===== src/rtl/cp0_pkg.sv =====
// rtl/cp0_pkg.sv - shared CP0 register numbers, exception codes and redirect encodings
package cp0_pkg;

    localparam logic [4:0] CP0_STATUS = 5'd12;
    localparam logic [4:0] CP0_CAUSE  = 5'd13;
    localparam logic [4:0] CP0_EPC    = 5'd14;

    localparam logic [4:0] EXC_INT = 5'd0;
    localparam logic [4:0] EXC_RI  = 5'd10;
    localparam logic [4:0] EXC_OV  = 5'd12;

    localparam logic [1:0] PCSEL_NORMAL  = 2'd0;
    localparam logic [1:0] PCSEL_HANDLER = 2'd1;
    localparam logic [1:0] PCSEL_EPC     = 2'd2;

    // The control state is exactly Status.EXL, so the encoding is fixed to it.
    typedef enum logic {
        ST_NORMAL     = 1'b0,
        ST_IN_HANDLER = 1'b1
    } cp0_state_t;

    // Cause as seen by mfc0: IP2 at bit 10, ExcCode at bits 6:2.
    function automatic logic [31:0] cause_word(input logic ip2, input logic [4:0] code);
        return {21'd0, ip2, 3'd0, code, 2'b00};
    endfunction

endpackage


===== src/rtl/sync_flops.sv =====
// rtl/sync_flops.sv - multi-flop synchronizer for the external interrupt level
module sync_flops #(
    parameter int DEPTH = 2
) (
    input  logic clk,
    input  logic rst,
    input  logic d,
    output logic q
);

    logic [DEPTH-1:0] r_sync;

    // Shift the asynchronous level through DEPTH flops; the last one is safe to use.
    always_ff @(posedge clk or posedge rst) begin
        if (rst) begin
            r_sync <= '0;
        end else begin
            r_sync <= {r_sync[DEPTH-2:0], d};
        end
    end

    assign q = r_sync[DEPTH-1];

endmodule


===== src/rtl/exception_ctrl.sv =====
// rtl/exception_ctrl.sv - CP0 exception controller: Status/Cause/EPC, flushes and PC redirect
module exception_ctrl
    import cp0_pkg::*;
#(
    parameter logic [31:0] HANDLER_ADDR = 32'h0000_0180,
    parameter int          SYNC_STAGES  = 2
) (
    input  logic        clk,
    input  logic        rst,
    input  logic        IntReq,
    input  logic        Overflow_E,
    input  logic        Undefined_D,
    input  logic        Eret_D,
    input  logic        Stall_D,
    input  logic [31:0] PC_D,
    input  logic [31:0] PC_E,
    input  logic [4:0]  Cp0Addr_D,
    input  logic        Mtc0_W,
    input  logic [4:0]  Cp0Addr_W,
    input  logic [31:0] Cp0Wdata_W,
    output logic        Flush_D,
    output logic        Flush_E,
    output logic        Flush_M,
    output logic [1:0]  PCSel_Exc,
    output logic [31:0] ExcPC,
    output logic [31:0] Cp0Rdata_D,
    output logic        Exl
);

    logic        w_ip2;
    cp0_state_t  r_state;
    cp0_state_t  w_state_next;
    logic        r_ie;
    logic [4:0]  r_exccode;
    logic [31:0] r_epc;
    logic        w_exl;

    logic        w_take_ov;
    logic        w_take_ri;
    logic        w_take_int;
    logic        w_take_eret;
    logic        w_entry;
    logic [4:0]  w_entry_code;
    logic [31:0] w_entry_pc;
    logic        w_wr_status;
    logic        w_wr_cause;
    logic        w_wr_epc;
    logic [31:0] w_epc_fwd;
    logic [31:0] w_rdata;

    sync_flops #(.DEPTH(SYNC_STAGES)) u_int_sync (
        .clk (clk),
        .rst (rst),
        .d   (IntReq),
        .q   (w_ip2)
    );

    assign w_exl = (r_state == ST_IN_HANDLER);

    // Resolve which single event is taken this cycle, highest priority first.
    always_comb begin
        w_take_ov    = Overflow_E;
        w_take_ri    = Undefined_D && !Stall_D && !w_take_ov;
        w_take_int   = w_ip2 && r_ie && !w_exl && !Stall_D && !w_take_ov && !Undefined_D;
        w_take_eret  = Eret_D && !Stall_D && !w_take_ov && !w_take_ri && !w_take_int;
        w_entry      = w_take_ov || w_take_ri || w_take_int;
        w_entry_code = EXC_INT;
        w_entry_pc   = PC_D;
        if (w_take_ov) begin
            w_entry_code = EXC_OV;
            w_entry_pc   = PC_E;
        end else if (w_take_ri) begin
            w_entry_code = EXC_RI;
        end
        w_wr_status  = Mtc0_W && (Cp0Addr_W == CP0_STATUS);
        w_wr_cause   = Mtc0_W && (Cp0Addr_W == CP0_CAUSE);
        w_wr_epc     = Mtc0_W && (Cp0Addr_W == CP0_EPC);
        // An eret in Decode must see an EPC being written back in the same cycle.
        w_epc_fwd    = w_wr_epc ? Cp0Wdata_W : r_epc;
    end

    // Control state register (this is Status.EXL).
    always_ff @(posedge clk or posedge rst) begin
        if (rst) begin
            r_state <= ST_NORMAL;
        end else begin
            r_state <= w_state_next;
        end
    end

    // Next state: entry beats eret, eret beats an mtc0 to Status.
    always_comb begin
        w_state_next = r_state;
        if (w_entry) begin
            w_state_next = ST_IN_HANDLER;
        end else if (w_take_eret) begin
            w_state_next = ST_NORMAL;
        end else if (w_wr_status) begin
            w_state_next = Cp0Wdata_W[1] ? ST_IN_HANDLER : ST_NORMAL;
        end
    end

    // IE, ExcCode and EPC; exception entry blocks mtc0 on ExcCode/EPC but not on IE.
    always_ff @(posedge clk or posedge rst) begin
        if (rst) begin
            r_ie      <= 1'b0;
            r_exccode <= 5'd0;
            r_epc     <= 32'd0;
        end else begin
            if (w_wr_status) begin
                r_ie <= Cp0Wdata_W[0];
            end
            if (w_entry) begin
                r_exccode <= w_entry_code;
                if (!w_exl) begin
                    r_epc <= w_entry_pc;
                end
            end else begin
                if (w_wr_cause) begin
                    r_exccode <= Cp0Wdata_W[6:2];
                end
                if (w_wr_epc) begin
                    r_epc <= Cp0Wdata_W;
                end
            end
        end
    end

    // mfc0 read mux with bypass from the mtc0 in Writeback.
    always_comb begin
        w_rdata = 32'd0;
        if (Mtc0_W && (Cp0Addr_W == Cp0Addr_D)) begin
            w_rdata = Cp0Wdata_W;
        end else begin
            case (Cp0Addr_D)
                CP0_STATUS: w_rdata = {30'd0, w_exl, r_ie};
                CP0_CAUSE:  w_rdata = cause_word(w_ip2, r_exccode);
                CP0_EPC:    w_rdata = r_epc;
                default:    w_rdata = 32'd0;
            endcase
        end
    end

    // Pipeline-facing outputs, forced to their idle values while reset is held.
    always_comb begin
        Flush_D    = 1'b0;
        Flush_E    = 1'b0;
        Flush_M    = 1'b0;
        PCSel_Exc  = PCSEL_NORMAL;
        ExcPC      = 32'd0;
        Cp0Rdata_D = 32'd0;
        Exl        = 1'b0;
        if (!rst) begin
            Flush_D    = w_entry || w_take_eret;
            Flush_E    = w_entry;
            Flush_M    = w_take_ov;
            Cp0Rdata_D = w_rdata;
            Exl        = w_exl;
            if (w_entry) begin
                PCSel_Exc = PCSEL_HANDLER;
                ExcPC     = HANDLER_ADDR;
            end else if (w_take_eret) begin
                PCSel_Exc = PCSEL_EPC;
                ExcPC     = w_epc_fwd;
            end
        end
    end

endmodule


===== config.mk =====
export PLATFORM = sky130hd
export DESIGN_NAME = exception_ctrl
export DESIGN_NICKNAME = d
export VERILOG_FILES = /design/src/rtl/cp0_pkg.sv /design/src/rtl/sync_flops.sv /design/src/rtl/exception_ctrl.sv
export SDC_FILE = /design/constraint.sdc
export NUM_CORES = 1
export LEC_CHECK = 0
export CAP_MARGIN = 40
export CORE_MARGIN = 5
export CORE_UTILIZATION = 37
export DETAILED_ROUTE_END_ITERATION = 10
export PLACE_DENSITY_LB_ADDON = 0.1
export SLEW_MARGIN = 5
export SYNTH_ARGS = -nofsm -noshare
export SYNTH_HDL_FRONTEND = slang
export SYNTH_SLANG_ARGS = --single-unit

===== constraint.sdc =====
create_clock -name clk -period 3 [get_ports clk]
set_clock_uncertainty 0.1 [all_clocks]
set_input_delay 0.45 -clock clk [delete_from_list [all_inputs] [get_ports clk]]
set_output_delay 0.45 -clock clk [all_outputs]
set_load 0.1 [all_outputs]

==> flow_metrics.py <==
metrics = {
    "layout": {
        "final_cells": 711,
        "antenna-diode-count": 0,
        "drive_above_1_share_pct": 31.3,
        "nFillCells": 717,
        "nNetsFinal": 695,
        "synthToLayoutAreaGrowth_pct": 86.4,
        "final_util_pct": 70.9,
    },
    "outcome": {
        "outcome": "complete, no violations",
    },
    "power_and_ir_drop": {
        "p_seq_share_pct": 39.7,
        "fin_total_pwr_uw": 2140,
        "p_sw_share_pct": 38.5,
        "pwr-share-clk_pct": 17.8,
        "max-vdd-ir-drop_mv": 0.190,
        "p_sw_uw": 824,
        "p_leak_uw": 0.00253,
        "combPwrFrac_pct": 42.5,
        "p_int_uw": 1310,
        "cellPowerDensity_nw_per_um2": 326,
    },
    "logic_synthesis": {
        "synthXorXnorAreaFrac_pct": 1.46,
        "syn-num-nets": 523,
        "synth_top_flop_cell": "dfrtp_1",
        "synth_warnings": 0,
        "muxShareOfSynthArea_pct": 11.7,
        "yosys.cell_count.top_type": "nand2_1",
        "synth_cells": 409,
        "synth-simple-area-share_pct": 22.0,
        "synth_top_area_cell": "dfrtp_1",
        "async_flop_share_pct": 100,
        "netlist_top_cells_count": "nand2_1 (101), dfrtp_1 (41), mux2i_1 (40)",
        "ys_types": 44,
        "synth_top_family_by_area": "compound AO/OA/AOI/OAI gates",
        "synth_compound_area_share_pct": 27.7,
        "seq_area_frac_synth_pct": 29.2,
        "ys_seq_elements": 41,
        "synth_adder_area_share_pct": 0,
        "synth_area_leaders": "dfrtp_1 (29%), mux2i_1 (11%), nand2_1 (11%), nor4b_1 (6.2%), o221a_2 (5.8%)",
        "synth_edf_count": 0,
        "syn_area_per_cell_um2": 8.59,
        "yosysTopAreaCellShare_pct": 29.2,
        "syn_area_um2": 3510,
    },
    "setup_path": {
        "crit_path_top_delay_cell": "clkdlybuf4s50_1",
        "cp_num_buf_inv": 3,
        "crit_path_frequent_cell": "buf_12",
        "startpoint_type": "primary input",
        "slowest_delay_ns": 0.58,
        "path_cells": "clkdlybuf4s50_1, xnor2_2, nand4_2, buf_12, nor4b_1, a31o_1, buf_12",
        "worstSetupPathType": "primary input to output port",
        "crit_family": "buffers and inverters",
        "crit_required_ns": 2.45,
        "endpoint_kind": "output port",
        "arrival_ns": 2.33,
        "crit_fanout": 32,
    },
    "placed_design": {
        "dp.cells": 703,
        "gp_congestion": 0.911,
        "dp_hpwl_um": 11000,
        "numPortBuffers": 183,
    },
    "drt": {
        "wl_um": 14500,
        "vias": 4059,
        "drtPass1Iterations": 5,
        "via_per_inst": 5.71,
        "antenna_left": 0,
        "drtIter0Drc": 154,
        "wl_per_cell_um": 20.3,
        "drc_errors": 0,
    },
    "timing": {
        "min_period_ns": 2.88,
        "finalHoldViolations": 0,
        "clock.fmax_mhz": 348,
        "fin_crit_sh_pct": 95.8,
        "worst_slew_pin_slew_ns": 0.567,
        "setup-violations-final": 0,
        "drv_slew": 0,
        "rsz0062_at_grt": "false",
        "slew_headroom_pct": 62.2,
    },
    "clocking": {
        "hold_buffers": 0,
        "cts_tree": "built",
        "h-tree-depth": 2,
        "cts.repair.resized": 0,
        "clk_latency_ns": 0.29,
        "cts_buffer_depth": 2,
        "cts.reportedPaths.clkPinSlew_ns": 0.08,
        "root_buffer": "clkbuf_8",
        "clock-sinks": 41,
        "postCtsSetupBuffers": 0,
        "cts_buffers": 5,
    },
    "global_routing": {
        "antenna_found_initial": 0,
        "grt_overflow": 0,
        "grt_start_max_net_pins": 33,
        "grt_pass1_vias": 4328,
        "grt_usage_pct": 24.9,
        "grt_pass1_wl_um": 22900,
    },
    "floorplan": {
        "core_area_um2": 9240,
        "start_util_pct": 38.0,
        "rows": 35,
        "dieArea_um2": 11500,
        "ioPinCount": 184,
        "die_x_um": 107,
        "die_h_um": 107,
    },
    "flow_run": {
        "cap_violations": 0,
    },
    "min_path": {
        "hold_class": "flop to flop",
    },
}
power groups by stage:
stage / clock, uW / sequential [uW] / combinational (uW)
finish: 381 / 847 / 909
global route: 410 / 864 / 968
CTS: 388 / 839 / 914
detailed placement: 0 / 848 / 912
global placement: 0 / 842 / 893
floorplan: 0 / 801 / 574
placed cells by master, fill, tap and decap left out, drive strengths merged, types with 2 or more instances in the layout:
| cell | n |
|---|---|
| clkdlybuf4s50 | 112 |
| nand2 | 102 |
| buf | 100 |
| dfrtp | 41 |
| mux2i | 40 |
| a21oi | 36 |
| o221a | 32 |
| nor4b | 25 |
| a31o | 23 |
| o21ai | 8 |
| nor2b | 6 |
| a32oi | 6 |
| inv | 6 |
| o31ai | 5 |
| clkbuf | 5 |
| nor2 | 5 |
| xnor2 | 5 |
| o22ai | 2 |
| and3b | 2 |
| a2bb2oi | 2 |
| and4b | 2 |
| nor3 | 2 |
routing by layer:
layer / GRT usage, % / up-vias / share of wire, %
met4: 8.39 / 0 / 1.8
met3: 6.72 / 22 / 8.5
li1: - / 1872 / -
met5: 0 / - / 0
met1: 32.1 / 1982 / 40
met2: 40.4 / 183 / 49
flip-flops by register name, summed over array words and instances (netlist names):
name	cells
r_state	1
r_exccode	5
r_epc	32
u_int_sync.r_sync	2
r_ie	1
per-stage QoR:
step           hold WS [ns]  instance area (um2)  setup WS, ns  setup TNS [ns]
2_1_floorplan         0.231                 3750       -0.0566         -0.0566
6_report              0.272                 6550         0.125               0
5_1_grt               0.291                 6550        0.0416               0
4_1_cts               0.282                 6550         0.130               0
3_3_place_gp          0.244                 6460         0.203               0
3_5_place_dp          0.254                 6460         0.133               0
cell type report:
| type | instances | area, um2 | share of cell area (%) |
|---|---|---|---|
| well taps | 129 | 161 | 2.47 |
| flip-flops and latches | 41 | 1030 | 15.7 |
| clock inverters | 3 | 21.3 | 0.325 |
| inverters | 5 | 18.8 | 0.287 |
| clock buffers | 5 | 68.8 | 1.05 |
| repair buffers | 212 | 2810 | 42.9 |
| multi-input cells | 316 | 2440 | 37.3 |
logic make-up after synthesis:
family                    count (synthesis)
AOI/OAI and AO/OA                       120
xor gates and xnor gates                  5
buffers and inverters                    52
DFF                                      41
muxes                                    41
and+or+nand+nor                         150
path summary, 6_finish.rpt:
path | start | to | slack [ns] | cells after the start
hold reg to reg | u_int_sync.r_sync[0] | u_int_sync.r_sync[1] | 0.27 | 0
min in group asynchronous | rst | r_state | 0.35 | 2
hold / removal | u_int_sync.r_sync[0] | u_int_sync.r_sync[1] | 0.27 | 0
setup reg to reg | r_state | r_epc[26] | 0.95 | 6
max in group asynchronous | rst | r_epc[25] | 2.00 | 3
setup / recovery | Cp0Addr_W[1] | Cp0Rdata_D[29] | 0.12 | 7
(Power assumes the default switching activity.)
==> variant 1: new RTL, same flow settings <==
Make the reset (`rst`) synchronous in 3 clocked blocks. Comments in the files are not updated.
--- a/src/rtl/sync_flops.sv
+++ b/src/rtl/sync_flops.sv
@@ -11,7 +11,7 @@
     logic [DEPTH-1:0] r_sync;
 
     // Shift the asynchronous level through DEPTH flops; the last one is safe to use.
-    always_ff @(posedge clk or posedge rst) begin
+    always_ff @(posedge clk) begin
         if (rst) begin
             r_sync <= '0;
         end else begin
--- a/src/rtl/exception_ctrl.sv
+++ b/src/rtl/exception_ctrl.sv
@@ -80,7 +80,7 @@
     end
 
     // Control state register (this is Status.EXL).
-    always_ff @(posedge clk or posedge rst) begin
+    always_ff @(posedge clk) begin
         if (rst) begin
             r_state <= ST_NORMAL;
         end else begin
@@ -101,7 +101,7 @@
     end
 
     // IE, ExcCode and EPC; exception entry blocks mtc0 on ExcCode/EPC but not on IE.
-    always_ff @(posedge clk or posedge rst) begin
+    always_ff @(posedge clk) begin
         if (rst) begin
             r_ie      <= 1'b0;
             r_exccode <= 5'd0;
Formal check against the unedited RTL: no difference found for any inputs over 4 cycles, from zero or initial values and one cycle with rst high; that may be too few to reach the edited logic, so the function may still have changed.
==> variant 1 against the original RTL <==
- sequential cell count stayed put
- count of clock-buffer cells in the layout stayed put
- synthesized area is 2.2% lower
- setup slack worse by 49 ps
- combinational power is 26% lower
- power is 15% lower
- wire length is 2.0% lower
- cell area is 0.23% lower
- critical endpoint is now Cp0Rdata_D[22]
==> variant 1: results (changes against the original RTL) <==
outcome: "finished clean"
synth.avg_cell_area_sq_um: 8.103  # -5.7%
numCtsBuffers: 5  # unchanged
clk_latency_ps: 290  # about the same
hp-start: "u_int_sync.r_sync[0]"
diodes: 0  # unchanged
synth_compound_area_share_pct: 32.85  # +5.1 points
clk_path_buf_depth: 2  # unchanged
antenna_found_initial: 0  # unchanged
crit_arrival_ps: 2370  # +40 ps
r2r_slack_ps: 930  # -20 ps
ir_drop_mv: 0.2705  # +42%
portBuffers: 183  # unchanged
power_density_nw_per_um2: 279.2  # -14%
yosys.cell_types.count: 44  # unchanged
whs_ps: 344.5  # +72.02 ps
placed_cell_area_sq_um: 6387  # -1.1%
syn_nets: 538  # +2.9%
synth_adder_area_share_pct: 0  # unchanged
hpwlAfterDp_um: 10610  # -3.7%
nFillCells: 699  # -2.5%
crit_fanout: 24  # -25%
clkSlewWorstSetupHoldPaths_ps: 80  # about the same
ys_dominant_reg_cell: "dfxtp_1"
ff2ff_path_depth: 6  # unchanged
synthArstFlopShare_pct: 0  # -100 points
critPathSlowestCell: "clkdlybuf4s50_1"
power.leakage_nw: 2.303  # -9.0%
synth_warnings: 0  # unchanged
synth_xor_area_share_pct: 1.275  # -0.19 points
grt_usage_pct: 24.11  # -0.82 points
wire_per_inst_um: 20.06  # -1.4%
cts_setup_buffers: 0  # unchanged
yosys-top-cells-area: "dfxtp_1 24%, mux2i_1 17%, o22ai_2 6.6%"
min_to: "u_int_sync.r_sync[1]"
dr.pass1.iters: 4  # -1
crit_path_start: "Cp0Addr_W[0]"
cts-root-buf: "clkbuf_8"
drive_gt1_share_pct: 35.23  # +4.0 points
cp_top_family: "buffers and inverters"
worstReg2RegEnd: "r_exccode[1]"
r2r-start: "r_state"
drt_iter0_markers: 261  # +69%
top_regs: "r_epc: 32 flops, r_exccode: 5 flops, u_int_sync.r_sync: 2 flops"
place_inst: 699  # -0.57%
muxShareOfSynthArea_pct: 17.48  # +5.8 points
grt_max_degree: 51  # +55%
synthTopCellsByCount: "60 x mux2i_1, 57 x nor2_1, 41 x dfxtp_1"
gp_congestion: 0.8227  # -9.7%
cts.htree.levels: 2  # unchanged
worstMarginPinSlew_ps: 647.6  # +80.20 ps
min_path_type: "reg -> reg"
cp_slowest_stage_delay_ps: 560  # -20 ps
yosysSeqAreaShare_pct: 23.89  # -5.3 points
vias: 4049  # -0.25%
final_cells: 707  # -0.56%
grt_pass1_wl_um: 21980  # -3.8%
grt_pass1_vias: 4186  # -3.3%
whs_path_depth: 1  # +1
variant 1: worst max-delay path by stage:
stage | slack [ps] | endpoint
final | 80 | Cp0Rdata_D[22]
after global routing | -1 | ExcPC[19]
after CTS | 50 | Flush_D
after detailed placement | 60 | ExcPC[20]
after global placement | 110 | ExcPC[4]
after floorplan | -500 | ExcPC[7]
variant 1: power breakdown:
part           total (mW)  switching [mW]  internal (mW)
registers           0.620          0.0323          0.587
logic               0.671           0.354          0.317
clock network       0.533           0.202          0.331
total                1.82           0.588           1.24
variant 1: cell families after synthesis:
group | Yosys count
XOR/XNOR | 5
multiplexers | 60
AND/OR/NAND/NOR | 120
buffers and inverters | 53
AO/OA/AOI/OAI | 145
flip-flops | 41
variant 1: cell type report:
cell class / count / area share (%)
multi-input combinational: 330 / 39.67
sequential: 41 / 12.58
inverter: 5 / 0.2873
tap: 111 / 2.126
clock inverter: 3 / 0.9960
timing repair buffer: 212 / 43.29
clock buffer: 5 / 1.053
variant 1: timing repair:
action                                  in CTS  in global routing
resized for setup                            0                  3
endpoints found under the setup margin       0                  4
hold buffers                                 0                  0
variant 1: routing by layer:
metal | global-route usage, % | up-vias | routed length (um)
met5 | 0 | - | 0
met2 | 42.67 | 170 | 7073
met3 | 5.768 | 14 | 1211
li1 | - | 1939 | -
met1 | 29.70 | 1926 | 5744
met4 | 4.810 | 0 | 150
variant 1: through the flow:
| stage | total power, mW | setup slack [ps] |
|---|---|---|
| 2_1_floorplan | 0.9899 | -501.0 |
| 6_report | 1.824 | 75.93 |
| 3_5_place_dp | 1.297 | 63.15 |
| 5_1_grt | 1.899 | -1.132 |
| 3_3_place_gp | 1.282 | 110.8 |
| 4_1_cts | 1.835 | 50.41 |
==> variant 2: new RTL, same flow settings <==
Made on the original files. The parameter `SYNC_STAGES` goes from 2 to 4.
--- a/src/rtl/exception_ctrl.sv
+++ b/src/rtl/exception_ctrl.sv
@@ -3,7 +3,7 @@
     import cp0_pkg::*;
 #(
     parameter logic [31:0] HANDLER_ADDR = 32'h0000_0180,
-    parameter int          SYNC_STAGES  = 2
+    parameter int          SYNC_STAGES  = 4
 ) (
     input  logic        clk,
     input  logic        rst,
Check against the original RTL: not equivalent (a bounded check fails within 4 cycles, from zero or initial values and one cycle with rst high).
==> variant 2 against the original RTL <==
- power fell by 0.33%
- cell count fell by 0.56%
- synthesized area is 1.0% higher
- setup slack better by 12 ps
- register-to-register slack worse by 150 ps
- sequential cell count up 2
- global-route usage is 0.83 points higher
- clock power grew 4%
- non-clock buffer count down 7
- sequential power rose by 3.2%
- wire length up 4.0%
- cell area decreased by 2.2%
- critical path type unchanged
==> variant 2: results (changes against the original RTL) <==
synthTopCellsByCount: "102 x nand2_1, 43 x dfrtp_1, 40 x mux2i_1"
yosysSeqAreaShare_pct: 30.32  # +1.1 points
m1WireLength_um: 5839  # unchanged
vias: 4129  # +1.7%
outcome: "finished clean"
grt_pass1_wl_um: 23650  # +3.4%
wl_met3_um: 1466  # +19%
top_regs: "r_epc: 32 flops, r_exccode: 5 flops, u_int_sync.r_sync: 4 flops"
yosys-top-cells-area: "dfrtp_1 30%, mux2i_1 11%, nand2_1 11%"
cp_slowest_stage_delay_ps: 550  # -30 ps
whs_path_depth: 0  # unchanged
crit_arrival_ps: 2310  # -20 ps
ir_drop_mv: 0.2055  # +8.0%
syn_nets: 524  # +0.19%
dr.pass1.iters: 4  # -1
portBuffers: 183  # unchanged
clkSlewWorstSetupHoldPaths_ps: 100  # +20 ps
use_met2_pct: 42.32  # +1.9 points
synthArstFlopShare_pct: 100.0  # unchanged
drt_iter0_markers: 199  # +29%
drt-total-wl_um: 15050  # +4.0%
use_met1_pct: 31.69  # -0.41 points
drive_gt1_share_pct: 23.05  # -8.2 points
critPathSlowestCell: "clkdlybuf4s50_1"
antenna_found_initial: 1  # +1
wl_met2_um: 7272  # +1.9%
ff2ff_path_depth: 5  # -1
power.leakage_nw: 2.541  # +0.39%
clk_latency_ps: 310  # +20 ps
grt_pass1_vias: 4422  # +2.2%
yosys.cell_types.count: 40  # -9.1%
gp_congestion: 0.8874  # -2.6%
grt_usage_pct: 25.76  # +0.83 points
crit_fanout: 32  # unchanged
grt_max_degree: 36  # +9.1%
hpwlAfterDp_um: 10810  # -1.8%
relSlewSlack_pct: 50.67  # -12 points
met3_usage_pct: 7.522  # +0.80 points
nets: 690  # -0.72%
-- variant 2: stage by stage --
step | setup WS, ps | utilization [%] | std cells | area, sq um | total power [mW]
4_1_cts | 115.0 | 68.85 | 706 | 6392 | 2.135
3_3_place_gp | 173.3 | 67.84 | 698 | 6299 | 1.708
5_1_grt | 58.48 | 68.96 | 707 | 6402 | 2.241
3_5_place_dp | 116.5 | 67.84 | 698 | 6299 | 1.737
2_1_floorplan | -376.5 | - | 410 | 3620 | 1.349
6_report | 136.9 | 68.96 | 707 | 6402 | 2.130
-- variant 2: report_power, final --
part	internal [mW]	total [mW]	switching, mW
Sequential	0.732	0.874	0.142
Clock	0.167	0.398	0.231
Combinational	0.425	0.858	0.433
Total	1.32	2.13	0.806
-- variant 2: path summary, 6_finish.rpt --
path                                       from              endpoint  slack [ps]
setup / recovery                   Cp0Addr_W[1]        Cp0Rdata_D[29]         140
hold / removal             u_int_sync.r_sync[1]  u_int_sync.r_sync[2]         270
setup reg to reg                        r_state             r_epc[25]         800
hold reg to reg            u_int_sync.r_sync[1]  u_int_sync.r_sync[2]         270
max in group asynchronous                   rst             r_epc[27]        1850
min in group asynchronous                   rst              r_epc[4]         540
-- variant 2: layout make-up --
class                           instances  area (sq um)
Tap cell                              129         161.4
Clock inverter                          3         25.02
Antenna cell                            1         2.502
Sequential cell                        43          1076
Inverter                                5         18.77
Clock buffer                            5         68.82
Timing Repair Buffer                  205          2770
Fill cell                             759          2882
Multi-Input combinational cell        316          2280
-- variant 2: logic make-up (layout without fill, tap and decap cells) --
logic type	Yosys count	count (layout)	synth area share, %
muxes	41	41	11.60
and+or+nand+nor	149	149	21.54
other	0	1	0
DFF	43	43	30.32
AOI/OAI and AO/OA	121	121	27.47
xor gates and xnor gates	5	5	1.446
buffers and inverters	51	218	7.616
